`src/rtl/scoreboard_stall_unit.sv`:
```
// scoreboard_stall_unit
//   Tracks the destination registers of instructions that are in flight between issue
//   (ID->EX) and writeback (MEM/WB). Stalls the ID stage while a source operand is
//   still pending and MEM/WB forwarding cannot supply it this cycle.
//
// Ports
//   clk, rst            pipeline clock; asynchronous active-high reset
//   ID_*                instruction in ID: valid, sources (+used), destination (+write)
//   MEM_WB_Rd/RegWrite  register retiring this cycle
//   Flush, ID_EX_*      squash of the instruction currently in ID_EX
//   Stall               hold PC/IF_ID and insert a bubble into ID_EX
//   Issue               the ID instruction advances this cycle
//   Busy                per-register pending flag (bit 0 always 0)
//   Err_Overflow        sticky: an issue hit a saturated counter
//   Err_Underflow       sticky: a retire or flush hit a zero counter
//   Stall_Cycles        saturating count of stalled cycles
module scoreboard_stall_unit #(
   parameter int unsigned NREG  = 32,
   parameter int unsigned CNTW  = 2,
   parameter int unsigned STATW = 16
) (
   input  logic             clk,
   input  logic             rst,
   input  logic             ID_Valid,
   input  logic [4:0]       ID_Rs1,
   input  logic [4:0]       ID_Rs2,
   input  logic             ID_Rs1_Used,
   input  logic             ID_Rs2_Used,
   input  logic [4:0]       ID_Rd,
   input  logic             ID_RegWrite,
   input  logic [4:0]       MEM_WB_Rd,
   input  logic             MEM_WB_RegWrite,
   input  logic             Flush,
   input  logic [4:0]       ID_EX_Rd,
   input  logic             ID_EX_RegWrite,
   output logic             Stall,
   output logic             Issue,
   output logic [NREG-1:0]  Busy,
   output logic             Err_Overflow,
   output logic             Err_Underflow,
   output logic [STATW-1:0] Stall_Cycles
);

   logic [NREG-1:0][CNTW-1:0] cnt_q, cnt_d;
   logic                      ovf_q, ovf_d;
   logic                      unf_q, unf_d;
   logic [STATW-1:0]          stat_q, stat_d;

   logic fwd_rs1, fwd_rs2;
   logic haz_rs1, haz_rs2;
   logic stall, issue;

   // Per-register scratch for the next-state loop.
   logic            inc, dec_wb, dec_fl;
   logic [CNTW+1:0] net;
   logic            ovf_any, unf_any;

   // A source can be forwarded only when its sole pending writer is the one retiring now;
   // with two writers in flight the retiring value is already stale.
   always_comb begin
      fwd_rs1 = MEM_WB_RegWrite && (MEM_WB_Rd == ID_Rs1) && (ID_Rs1 != 5'd0) &&
                (cnt_q[ID_Rs1] == CNTW'(1));
      fwd_rs2 = MEM_WB_RegWrite && (MEM_WB_Rd == ID_Rs2) && (ID_Rs2 != 5'd0) &&
                (cnt_q[ID_Rs2] == CNTW'(1));
      haz_rs1 = ID_Rs1_Used && (ID_Rs1 != 5'd0) && (cnt_q[ID_Rs1] != '0) && !fwd_rs1;
      haz_rs2 = ID_Rs2_Used && (ID_Rs2 != 5'd0) && (cnt_q[ID_Rs2] != '0) && !fwd_rs2;
      stall   = ID_Valid && (haz_rs1 || haz_rs2);
      issue   = ID_Valid && !stall;
   end

   // Net update per register; the extra two bits of 'net' expose overflow (bit CNTW)
   // and underflow (sign bit CNTW+1) of the combined increment/decrements.
   always_comb begin
      cnt_d   = cnt_q;
      cnt_d[0] = '0;
      inc     = 1'b0;
      dec_wb  = 1'b0;
      dec_fl  = 1'b0;
      net     = '0;
      ovf_any = 1'b0;
      unf_any = 1'b0;
      for (int unsigned r = 1; r < NREG; r++) begin
         inc    = issue && ID_RegWrite && (ID_Rd == 5'(r));
         dec_wb = MEM_WB_RegWrite && (MEM_WB_Rd == 5'(r));
         dec_fl = Flush && ID_EX_RegWrite && (ID_EX_Rd == 5'(r));
         net    = {2'b00, cnt_q[r]} + (CNTW+2)'(inc) - (CNTW+2)'(dec_wb) -
                  (CNTW+2)'(dec_fl);
         if (net[CNTW+1]) begin
            cnt_d[r] = '0;
            unf_any  = 1'b1;
         end else if (net[CNTW]) begin
            cnt_d[r] = '1;
            ovf_any  = 1'b1;
         end else begin
            cnt_d[r] = net[CNTW-1:0];
         end
      end
      ovf_d  = ovf_q | ovf_any;
      unf_d  = unf_q | unf_any;
      stat_d = stat_q;
      if (stall && (stat_q != '1)) begin
         stat_d = stat_q + STATW'(1);
      end
   end

   always_ff @(posedge clk or posedge rst) begin
      if (rst) begin
         cnt_q  <= '0;
         ovf_q  <= 1'b0;
         unf_q  <= 1'b0;
         stat_q <= '0;
      end else begin
         cnt_q  <= cnt_d;
         ovf_q  <= ovf_d;
         unf_q  <= unf_d;
         stat_q <= stat_d;
      end
   end

   always_comb begin
      Busy = '0;
      for (int unsigned r = 1; r < NREG; r++) begin
         Busy[r] = (cnt_q[r] != '0);
      end
   end

   assign Stall         = stall;
   assign Issue         = issue;
   assign Err_Overflow  = ovf_q;
   assign Err_Underflow = unf_q;
   assign Stall_Cycles  = stat_q;

endmodule

```
`config.mk`:
```
export PLATFORM = sky130hd
export DESIGN_NAME = scoreboard_stall_unit
export DESIGN_NICKNAME = d
export VERILOG_FILES = /design/src/rtl/scoreboard_stall_unit.sv
export SDC_FILE = /design/constraint.sdc
export NUM_CORES = 1
export LEC_CHECK = 0
export ABC_CLOCK_PERIOD_IN_PS = 4100
export CAP_MARGIN = 5
export CORE_MARGIN = 1.5
export CORE_UTILIZATION = 44
export CTS_CLUSTER_DIAMETER = 100
export DETAILED_ROUTE_END_ITERATION = 8
export PLACE_DENSITY = 0.64
export SLEW_MARGIN = 10
export SYNTH_ARGS = -nofsm -noshare
export SYNTH_HDL_FRONTEND = slang
export SYNTH_SLANG_ARGS = --single-unit
```
`constraint.sdc`:
```
create_clock -name clk -period 4.1 [get_ports clk]
set_clock_uncertainty 0.15 [all_clocks]
set_input_delay 0.41 -clock clk [delete_from_list [all_inputs] [get_ports clk]]
set_output_delay 0.41 -clock clk [all_outputs]
set_load 0.01 [all_outputs]
```
Word level (Yosys, flattened, before mapping). Cells that the tools add are included.

Register bits after elaboration: 80. Bits of input ports: 34. Word-level logic and storage cells: 538.

Bitwise operators: 2. $add $sub $neg: 94. Reductions and logical operators: 149. Magnitude comparators: 2. Equal/unequal tests: 98. Mux-type cells: 159.

Operator list (count): 5-bit equality test, second input constant (48); 2-bit 2-to-1 mux (64); 3-bit by 1-bit subtractor with 4-bit output (31); 4-bit by 1-bit subtractor with 4-bit output (31); 5-bit by 4-bit equality test with 1-bit output, second input constant (24); 1-bit logical AND (110); 2-bit by 1-bit adder with 3-bit output (31); 1-bit 2-to-1 mux (93); 2-bit nonzero test (33); 5-bit by 3-bit equality test with 1-bit output, second input constant (12); 5-bit by 2-bit equality test with 1-bit output, second input constant (6); 2-bit binary-select mux with 5-bit select (2); 16-bit by 1-bit adder with 16-bit output, second input constant (1); 16-bit != test, second input constant (1); 5-bit by 1-bit equality test with 1-bit output, second input constant (3); 5-bit by 6-bit < comparator with 1-bit output, second input constant (2); 5-bit equality test (2); 5-bit nonzero test (2); 2-bit by 1-bit equality test with 1-bit output, second input constant (2); 1-bit logical NOT (3); 1-bit OR (2); 1-bit logical OR (1).

Depth between registers and ports, before layout. Gate-level depths: netlist of the first run.

Depth after elaboration: 78. Gate-level depth with buffers: 19. Mapped depth without buffers: 16.

Worst setup path after synthesis of the first run. Ideal clock, no wire load.

Path type: input to register. Start point: input ID_Rs1[1]. End point: register unf_q, in the netlist Err_Underflow. Stages: 17. Arrival: 3.529 ns. Setup time: 0.127 ns. Slack: 0.294 ns. Cell sequence: buf_6 mux2_1 a221o_1 a21oi_1 a221oi_1 a2111oi_1 o22a_4 and2_4 buf_4 and3_1 ha_1 ha_1 inv_1 ha_1 nor4_1 nand4_1 or2_2.

Word-level cells in the longest chain between the ends: 47. Elaborated cells between the ends (all ways): 174. Those cells by class: add/sub (93); eq/ne (2); mux (33); bitwise (1); reduce/logical (45).

Ends and longest elaborated chain: from (decl) (line 25) `input logic [4:0] ID_Rs1,`; 2-bit binary-select mux with 5-bit select / 5-bit equality test (equally long branches) (line 62, 65, 61); 2-bit 2-to-1 mux (not written as such) / 1-bit logical AND (equally long branches) (line 62, 65, 61); 2-bit by 1-bit equality test with 1-bit output / 1-bit logical AND (equally long branches) (line 62, 61); 1-bit logical AND (line 61) `fwd_rs1 = MEM_WB_RegWrite && (MEM_WB_Rd == ID_Rs1) && (ID_Rs1 != 5'd0) &&`; 1-bit logical NOT (line 65) `haz_rs1 = ID_Rs1_Used && (ID_Rs1 != 5'd0) && (cnt_q[ID_Rs1] != '0) && !fwd_rs1;`; 1-bit logical AND * (line 65); 1-bit logical OR * (line 67) `stall = ID_Valid && (haz_rs1 || haz_rs2);`; 1-bit logical AND * (line 67); [... 2 more ...]; via Issue (line 37) `output logic Issue,`; [... 1 more ...]; 1-bit logical AND (line 83) `inc = issue && ID_RegWrite && (ID_Rd == 5'(r));`; 2-bit by 1-bit adder with 3-bit output (line 86) `net = {2'b00, cnt_q[r]} + (CNTW+2)'(inc) - (CNTW+2)'(dec_wb) -`; 3-bit by 1-bit subtractor with 4-bit output (line 86); 4-bit by 1-bit subtractor with 4-bit output (line 86); 1-bit 2-to-1 mux (30 in series) (line 88) `if (net[CNTW+1]) begin`; 1-bit 2-to-1 mux * (line 88); 1-bit OR * (line 99) `unf_d = unf_q | unf_any;`; via unf_d (line 46) `logic unf_q, unf_d;`; to (signal assigned) (line 115) `unf_q <= unf_d;`; to (decl) (line 46).

Mark *: on every way through the listed nets, which the timed path passes. The rest lies on a longest branch. The select of a mux whose other input is x is not followed. A chain may end at the register's enable or synchronous reset.

Worst setup path in the final report of the first run.
Start point: register cnt_q[30] (netlist bit). End point: register ovf_q, in the netlist Err_Overflow.

Word-level cells in the longest chain between the ends: 78. Elaborated cells between the ends (all ways): 208. Those cells by class: add/sub (93); eq/ne (2); mux (66); bitwise (1); reduce/logical (46).

Ends and longest elaborated chain: from (decl) (line 44) `logic [NREG-1:0][CNTW-1:0] cnt_q, cnt_d;`; from (signal assigned) (line 113) `cnt_q <= cnt_d;`; 2-bit binary-select mux with 5-bit select, on equally long branches; 2-bit 2-to-1 mux, on equally long branches; 2-bit by 1-bit equality test with 1-bit output, on equally long branches (line 62, 64); 1-bit logical AND, on equally long branches (line 61, 63); 1-bit logical NOT, on equally long branches (line 65, 66); 1-bit logical AND, on equally long branches (line 65, 66); 1-bit logical OR (line 67); 1-bit logical AND (line 67); [... 63 more ...]; 1-bit 2-to-1 mux (line 91) `end else if (net[CNTW]) begin`; 1-bit 2-to-1 mux (line 88); 1-bit 2-to-1 mux (line 91); 1-bit 2-to-1 mux (line 88); 1-bit 2-to-1 mux (line 91); 1-bit 2-to-1 mux * (line 88); 1-bit OR * (line 98) `ovf_d = ovf_q | ovf_any;`; via ovf_d (line 45) `logic ovf_q, ovf_d;`; to (signal assigned) (line 114) `ovf_q <= ovf_d;`; to (decl) (line 45).

Marks and branches as above.

==> results of run 1 <==
## Yosys cell counts, types with 7 or more instances
cell type / n / area, um2
ha_1: 126 / 1577
mux2i_1: 16 / 160.2
and3_1: 34 / 212.7
a21oi_1: 35 / 175.2
nor3_1: 15 / 75.07
dfrtp_1: 80 / 2002
mux4_2: 11 / 247.7
inv_1: 168 / 630.6
or2_2: 32 / 200.2
nand2_1: 80 / 300.3
nand3_1: 25 / 125.1
xor2_1: 20 / 175.2
clkbuf_1: 7 / 26.28
nor4_1: 14 / 87.58
nor2_1: 24 / 90.09
mux4_1: 9 / 236.5
nor2b_1: 17 / 106.4
fa_1: 62 / 1241
o21ai_0: 7 / 35.03
o22ai_1: 10 / 62.56
## flip-flops by register name (all words and copies together), names as in the netlist
name and cells:
Err_Overflow 1, Stall_Cycles 16, cnt_q 62, Err_Underflow 1
## logic make-up after synthesis
family | synth area share [%]
compound gates | 6.286
simple gates | 17.17
fa+ha+maj | 32.69
other cells | 0.04351
mux | 8.130
buf+inv | 10.21
xor+xnor | 2.236
flops | 23.23
## area by class of cell
cell class | count | share of cell area, %
flip-flops and latches | 80 | 16.96
inverters | 169 | 5.382
multi-input cells | 612 | 52.87
clock buffers | 10 | 2.024
repair buffers | 263 | 19.51
well taps | 265 | 2.807
clock inverters | 6 | 0.4450
## metal layers
metal	vias to the layer above	GRT usage, %	routed length, um
li1	3428	-	-
met1	3693	39.64	12260
met2	345	44.09	12680
met3	54	7.948	2684
met4	0	9.441	804
met5	-	0	0
## timing repair
action	CTS	global route
gates resized for setup	48	78
endpoints found under the setup margin	4	3
buffers inserted	8	9
pin swaps	14	28
gates cloned	2	0
## where the power goes
group | switching, mW | leakage (nW) | internal [mW]
Sequential | 0.385 | 1.02 | 1.03
Clock | 0.388 | 0.137 | 0.436
Combinational | 1.01 | 4.76 | 1.21
## worst max-delay path, stage by stage (launching register included)
cell and delay [ns]:
dfrtp_1 0.43, mux4_2 0.48, mux2_4 0.29, nand2_4 0.08
o31ai_4 0.07, a2111oi_4 0.31, o22a_4 0.21, and2_4 0.20
buf_12 0.12, buf_16 0.11, and3_4 0.18, ha_2 0.18
ha_1 0.14, inv_1 0.04, ha_2 0.33, o22ai_2 0.10
nor4_2 0.33, nand4_1 0.13
## worst max path at each step
stage	start	end	depth (start not counted)
2_1_floorplan	ID_Rs1[1]	Err_Underflow$_DFF_PP0_	17
3_3_place_gp	ID_Rs1[0]	Err_Underflow$_DFF_PP0_	16
3_5_place_dp	ID_Rs1[0]	Err_Underflow$_DFF_PP0_	16
4_1_cts	ID_Rs2[2]	Err_Overflow$_DFF_PP0_	19
5_1_grt	MEM_WB_Rd[1]	Err_Overflow$_DFF_PP0_	19
6_report	cnt_q[30]$_DFF_PP0_	Err_Overflow$_DFF_PP0_	17
## cells in the final DEF (no fill, tap or decap), types with 5 or more instances in the layout
cell,Yosys,layout
a21oi_1,35,35
and3_1,34,25
and3_4,0,9
buf_12,1,6
buf_4,4,166
buf_6,6,5
clkbuf_16,0,9
clkdlybuf4s50_1,0,76
dfrtp_1,80,79
fa_1,62,62
ha_1,126,91
ha_2,0,19
ha_4,0,16
inv_1,168,162
inv_2,1,6
mux2i_1,16,16
mux4_1,9,7
mux4_2,11,13
nand2_1,80,78
nand2b_1,6,6
nand3_1,25,25
nand4_1,5,5
nor2_1,24,24
nor2b_1,17,16
nor3_1,15,12
nor3b_1,6,6
nor4_2,4,8
nor4_4,0,6
o2111ai_1,6,6
o21ai_0,7,6
o22ai_1,10,9
or2_2,32,31
xor2_1,20,20
==> run_results.csv, run 1 <==
group,metric,value,unit
die,ioPinCount,86,
sta,min_period_over_period,97.98,%
detailed_routing,ant_nets,0,
yosys,syn-num-nets,1111,
detailed_routing,vias_per_cell,5.352,
placed_design,dp_hpwl,22.56,mm
yosys,ys_seq_area_share,23.23,%
die,floorplan.initialDensity,44.57,%
grt,grt_usage,28.88,%
placed_design,gp_congestion,0.9910,
die,die_x,143.0,um
critical_path,r2r-end,"Err_Overflow$_DFF_PP0_",
clock_network,cts_buffers,9,
pwr,finalPower,4.459,mW
cells_and_area,fin_util,61.08,%
clock_network,clk_pin_slew,0.08,ns
detailed_routing,wl_per_cell,20.23,um
cells_and_area,fill_cells,1608,
critical_path,crit_required,4.18,ns
clock_network,insertion_delay,0.36,ns
sta,period_needed,4.017,ns
yosys,avgSynthCellArea,9.694,um2
sta,setup_viol,0,
sta,tightest_slew,0.9982,ns
min_path,whs_path_depth,1,
cells_and_area,seq_area,2003,um2
detailed_routing,drt_iter0_markers,506,
min_path,hold_class,"register to register",
run_status,status,"complete, no violations",
cells_and_area,nNetsFinal,1357,
die,coreArea,19330,um2
critical_path,rr_worst_depth,17,
grt,grt_antenna_before_repair,0,
clock_network,cts-hold-fix-buffers,0,
placed_design,place_inst,1371,
detailed_routing,drcViolationCount,0,
die,die_height,143.0,um
pwr,peakVddDrop,0.2723,mV
die,die_area,20440,um2
sta,slew-limit-headroom,33.20,%
critical_path,reg2reg_slack,0.08,ns
grt,grt_max_degree,46,
yosys,synth_flop_cell,"dfrtp_1",
sta,hold_violations,0,
placed_design,placed_area,10810,um2
placed_design,place_ws,-0.8137,ns
critical_path,critical_path.max_fanout,9,
sta,maxSlewViolCount,0,
yosys,syn_area,8618,um2
clock_network,cts_buffer_depth,2,
pwr,leakagePower,5.918,nW
yosys,synthArstFlopShare,100.0,%
sta,setup_ws,0.08267,ns
pwr,p_per_area,377.6,nW/um2
placed_design,portBuffers,84,
flow_run,cap_violations,0,
sta,whs,0.3416,ns
detailed_routing,wirelength,28.43,mm
cells_and_area,multi_input_area,6243,um2
yosys,syn_inst,889,
clock_network,cts_root_buffer,"clkbuf_16",
yosys,ys_types,59,
grt,overflow,0,
grt,grt_pass1_vias,7473,
clock_network,clock-sinks,80,
sta,clock.fmax,248.9,MHz
detailed_routing,firstDrtPassIters,5,
cells_and_area,final_cell_area,11810,um2
cells_and_area,final_cells,1405,
detailed_routing,vias,7520,
yosys,ys_warn_count,0,
cells_and_area,drive_above_1_share,29.39,%
critical_path,crit_type,"register to register",
clock_network,htreeDepth,3,
grt,grt_pass1_wl,43.00,mm
critical_path,endpoint_kind,"register",
critical_path,worstPathArrival,4.10,ns
critical_path,critPathLaunchType,"register",
critical_path,r2r-start,"cnt_q[30]$_DFF_PP0_",
min_path,whs_endpoint,"Stall_Cycles[11]$_DFFE_PP0P_",
sta,tns,0,ns
die,row_count,51,
yosys,synth_seq_cells,80,
min_path,min-delay-start,"Stall_Cycles[11]$_DFFE_PP0P_",
cells_and_area,num_antenna_cells,0,
cells_and_area,syn2layout_area_growth,37.04,%
yosys,synth_edf_count,0,
clock_network,cts_tree,"done",
No activity file was read; power rests on OpenSTA's default activity.
==> inputs of run 2 (changes only) <==
Settings changed: CAP_MARGIN 5 to 20.
==> results of run 2 <==
Final layout, timing and power as in run 1 (identical DEF).
